### config.mk
export PLATFORM = sky130hd
export DESIGN_NAME = percept_frame_tx
export DESIGN_NICKNAME = d
export VERILOG_FILES = /design/src/rtl/percept_pkg.sv /design/src/rtl/percept_frame_tx.sv
export SDC_FILE = /design/constraint.sdc
export NUM_CORES = 1
export LEC_CHECK = 0
export ABC_AREA = 1
export CORE_MARGIN = 8
export CORE_UTILIZATION = 47
export DETAILED_ROUTE_END_ITERATION = 8
export PLACE_DENSITY = 0.7
export SLEW_MARGIN = 25
export SYNTH_ARGS = -nofsm -noshare
export SYNTH_HDL_FRONTEND = slang
export SYNTH_SLANG_ARGS = --single-unit
### constraint.sdc
create_clock -name clk -period 2 [get_ports clk]
set_clock_uncertainty 0.15 [all_clocks]
set_input_delay 0.5 -clock clk [delete_from_list [all_inputs] [get_ports clk]]
set_output_delay 0.5 -clock clk [all_outputs]
set_load 0.03 [all_outputs]
### src/rtl/percept_pkg.sv
// Shared definitions for the perceptron chain serial link: default field widths,
// frame width helper, opcodes understood by percept_control, and the tx FSM states.
package percept_pkg;

  localparam int ADDR_W_DEF = 8;
  localparam int OP_W_DEF   = 3;
  localparam int DATA_W_DEF = 62;

  localparam logic [2:0] OP_NOP     = 3'd0;
  localparam logic [2:0] OP_WR_WGT  = 3'd1;
  localparam logic [2:0] OP_WR_BIAS = 3'd2;
  localparam logic [2:0] OP_RD_WGT  = 3'd3;
  localparam logic [2:0] OP_FIRE    = 3'd4;
  localparam logic [2:0] OP_LEARN   = 3'd5;
  localparam logic [2:0] OP_CLEAR   = 3'd6;
  localparam logic [2:0] OP_BCAST   = 3'd7;

  typedef enum logic [1:0] {
    ST_IDLE  = 2'd0,
    ST_SHIFT = 2'd1,
    ST_GAP   = 2'd2
  } tx_state_e;

  // Start bit plus address, opcode and data fields.
  function automatic int frame_w(input int addr_w, input int op_w, input int data_w);
    return 1 + addr_w + op_w + data_w;
  endfunction

endpackage

### src/rtl/percept_frame_tx.sv
// Serialiser feeding the percept_control rx line: one command per handshake,
// start bit then address/opcode/data MSB first, followed by GAP idle-high bits.
//
// state    | meaning
// ST_IDLE  | line high; loads the held command into the shifter when one is queued
// ST_SHIFT | start bit and payload bits on tx, one per clock
// ST_GAP   | line held high for GAP clocks, frame counted on exit
module percept_frame_tx
  import percept_pkg::*;
#(
  parameter int ADDR_W = ADDR_W_DEF,
  parameter int OP_W   = OP_W_DEF,
  parameter int DATA_W = DATA_W_DEF,
  parameter int GAP    = 2,
  parameter int CNT_W  = 16
) (
  input  logic              clk,
  input  logic              rst,
  input  logic              in_valid,
  output logic              in_ready,
  input  logic [ADDR_W-1:0] in_address,
  input  logic [OP_W-1:0]   in_opcode,
  input  logic [DATA_W-1:0] in_data,
  output logic              tx,
  output logic              busy,
  output logic [CNT_W-1:0]  frames_sent
);

  localparam int FRAME_W = frame_w(ADDR_W, OP_W, DATA_W);
  localparam int BC_W    = $clog2(FRAME_W);
  localparam int GC_W    = $clog2(GAP + 1);

  generate
    if (GAP < 1) begin : g_gap_chk
      $error("percept_frame_tx: GAP must be at least 1");
    end
  endgenerate

  tx_state_e            state_q, state_d;
  logic                 hold_full_q, hold_full_d;
  logic [FRAME_W-2:0]   hold_q, hold_d;
  logic [FRAME_W-1:0]   shift_q, shift_d;
  logic                 tx_q, tx_d;
  logic [BC_W-1:0]      bit_cnt_q, bit_cnt_d;
  logic [GC_W-1:0]      gap_cnt_q, gap_cnt_d;
  logic [CNT_W-1:0]     frames_q, frames_d;
  logic                 accept;
  logic                 load;

  // Ready comes from registered state only; rst masks it so nothing is taken while held in reset.
  assign in_ready    = ~hold_full_q & ~rst;
  assign accept      = in_valid & in_ready;
  assign load        = (state_q == ST_IDLE) & hold_full_q;

  assign tx          = tx_q;
  assign busy        = (state_q != ST_IDLE) | hold_full_q;
  assign frames_sent = frames_q;

  always_comb begin
    state_d     = state_q;
    shift_d     = shift_q;
    tx_d        = 1'b1;
    bit_cnt_d   = bit_cnt_q;
    gap_cnt_d   = gap_cnt_q;
    frames_d    = frames_q;
    hold_d      = hold_q;
    hold_full_d = (hold_full_q & ~load) | accept;

    if (accept) begin
      hold_d = {in_address, in_opcode, in_data};
    end

    case (state_q)
      ST_IDLE: begin
        if (hold_full_q) begin
          shift_d   = {1'b0, hold_q};
          tx_d      = 1'b0;
          bit_cnt_d = BC_W'(FRAME_W - 1);
          state_d   = ST_SHIFT;
        end
      end
      ST_SHIFT: begin
        if (bit_cnt_q != '0) begin
          shift_d   = shift_q << 1;
          tx_d      = shift_q[FRAME_W-2];
          bit_cnt_d = bit_cnt_q - 1'b1;
        end else begin
          gap_cnt_d = GC_W'(GAP - 1);
          state_d   = ST_GAP;
        end
      end
      ST_GAP: begin
        if (gap_cnt_q == '0) begin
          frames_d = frames_q + 1'b1;
          state_d  = ST_IDLE;
        end else begin
          gap_cnt_d = gap_cnt_q - 1'b1;
        end
      end
      default: begin
        state_d = ST_IDLE;
      end
    endcase
  end

  always_ff @(posedge clk) begin
    if (rst) begin
      state_q     <= ST_IDLE;
      hold_full_q <= 1'b0;
      hold_q      <= '0;
      shift_q     <= '0;
      tx_q        <= 1'b1;
      bit_cnt_q   <= '0;
      gap_cnt_q   <= '0;
      frames_q    <= '0;
    end else begin
      state_q     <= state_d;
      hold_full_q <= hold_full_d;
      hold_q      <= hold_d;
      shift_q     <= shift_d;
      tx_q        <= tx_d;
      bit_cnt_q   <= bit_cnt_d;
      gap_cnt_q   <= gap_cnt_d;
      frames_q    <= frames_d;
    end
  end

endmodule

==> results.tsv <==
metric	value	unit
status	complete, no violations	
worst_pin_slew	389	ps
synth_top_area_frac	0.478	
rows	45	
cts_setup_buffers	0	
p_leak	0.00377	uW
ir_drop	788	uV
grt_setup_unrepaired	no	
setup_viol	0	
grt_pass1_vias	5947	
cts_root_buf	clkbuf_16	
drc	0	
insertion_delay	420	ps
max_freq	520	MHz
place_congestion	0.807	
cts_tree	yes	
maxCapViolations	0	
syn_area_per_cell	7.26	um2
endpoint_kind	output pin	
seq_area_frac_synth	0.478	
required	1350	ps
crit_fanout	4	
ios	95	
async_flop_share	0	
gr-total-overflow	0	
start_kind	flop	
netlist_area	7330	um2
drive_gt1_frac	0.0695	
grt_pass1_wl	27.4	mm
min_path_type	reg2reg	
final-hold-violation-count	0	
clockBufferDepth	2	
drt_wl_total	15.8	mm
period_share	0.962	
cpMaxStageDelayCell	dfxtp_1	
dieArea	19900	um2
vias	6386	
max-slew-margin-rel	0.741	
synth_ff_type	dfxtp_1	
htree_levels	4	
cts-resized-gates	20	
post-place-ws	8.66	ps
path_cells	inv_1 -> nand2_1 -> clkdlybuf4s15_2	
fin_nets	1162	
synth_enable_flop_cells	0	
setup_slack	76.3	ps
first_pass_iters	5	
synth_cells	1010	
die_width	141	um
max_stage_delay	410	ps
fp.dieH	141	um
slew_violations	0	
period_needed	1920	ps
start_util	0.482	
io_buffer_count	94	
clk_transition_reported_paths	60	ps
synth_nets	1090	
wire_per_inst	12.3	um
cp.arrival	1270	ps
grt_max_degree	70	
num_antenna_cells	0	
synth_warnings	0	
drtIter0Drc	361	
antenna_found_initial	1	
cp_num_buf_inv	2	
grt_use_total	0.164	
hpwl	10.1	mm
clock-sinks	175	
viasPerCell	4.98	
ys_types	33	
area_growth	24.1	%
holdBufCountCts	0	
antenna_left	0	
coreArea	15200	um2
ys_ff_latch	175	
numCtsBuffers	17	
tns	0	ps
path_class	reg2out	
yosysTopAreaCell	dfxtp_1	
yosys-top-cells-area	dfxtp_1 (48%), nand2_1 (11%), o21ai_0 (8.9%)	
powerDensity	994	nW/um2
cp_top_family	flip-flops	
[worst register-to-register path, delay by kind of cell (launching register included)]
kind / cells / cell delay, ps
AOI/OAI and AO/OA: 1 / 160
DFF: 1 / 320
and+or+nand+nor: 5 / 530
adders and majority gates: 1 / 150
buffers and inverters: 4 / 460
[cell usage in the layout, fill, tap and decap left out, types with 2 or more instances in the layout]
cell	instances
clkinv_2	2
nand4_1	9
nor2_1	168
inv_2	3
o31ai_1	60
inv_1	87
nand3_1	13
o21a_1	2
o21ai_0	127
clkinvlp_4	4
dfxtp_1	175
nand3_2	2
nand2_4	2
bufinv_16	5
clkbuf_1	3
nor3_1	5
or2_2	3
clkdlybuf4s50_1	74
nand2_1	222
a21oi_1	19
buf_12	8
o21ai_1	27
ha_1	4
nor2_4	3
buf_4	18
clkbuf_16	17
dlygate4sd2_1	17
nor2_2	3
[worst paths after layout]
path / start / endpoint / slack [ps] / depth (start not counted)
worst max register to register: bit_cnt_q[1] / bit_cnt_q[4] / 170 / 11
worst min-delay path: hold_q[12] / hold_q[12] / 310 / 2
worst min register to register: hold_q[12] / hold_q[12] / 310 / 2
worst max-delay path: hold_full_q / busy / 80 / 3
[registers in the layout, summed over array words and instances, names as in the netlist]
register     flops
hold_q          73
shift_q         73
frames_sent     16
bit_cnt_q        7
gap_cnt_q        2
state_q          2
hold_full_q      1
tx               1
[where the power goes]
group / internal (uW) / total, uW / switching [uW]
clock network: 2200 / 3520 / 1310
registers: 3880 / 4050 / 168
logic: 596 / 1480 / 885
total: 6680 / 9050 / 2370
[cell families after synthesis]
logic type,Yosys count,synth area share
simple gates,434,0.236
compound gates,237,0.184
flops,175,0.478
buf+inv,158,0.0933
fa+ha+maj,4,0.00682
xor+xnor,2,0.00239
[cells in the mapped netlist (9+ instances only)]
cell	n
o21ai_1	23
nand2_1	222
inv_1	87
buf_2	35
o21ai_0	131
clkbuf_1	24
nand4_1	9
o31ai_1	60
nand3_1	13
a21oi_1	19
nor2_1	170
dfxtp_1	175
[layer usage]
metal | up-vias | track usage | routed length, um
met2 | 82 | 0.274 | 7170
li1 | 3395 | - | -
met3 | 13 | 0.0503 | 674
met1 | 2894 | 0.202 | 7760
met5 | - | 0 | 10
met4 | 2 | 0.0419 | 134
[final cells by class]
class	instances	area (um2)
clock buffers	20	437
inverters	91	344
well taps	188	235
clock inverters	11	190
multi-input cells	677	3170
fillers	1445	6100
repair buffers	120	1230
flip-flops and latches	175	3500
[through the flow]
stage	cell area (um2)	util	cells	hold slack, ps	total power, uW
CTS	9090	0.598	1282	314	9130
finish	9100	0.599	1282	311	9050
global route	9100	0.599	1282	328	9560
floorplan	7340	-	1010	271	5150
detailed placement	8480	0.558	1251	300	5590
global placement	8480	0.558	1251	302	5560
(Power assumes the default switching activity.)
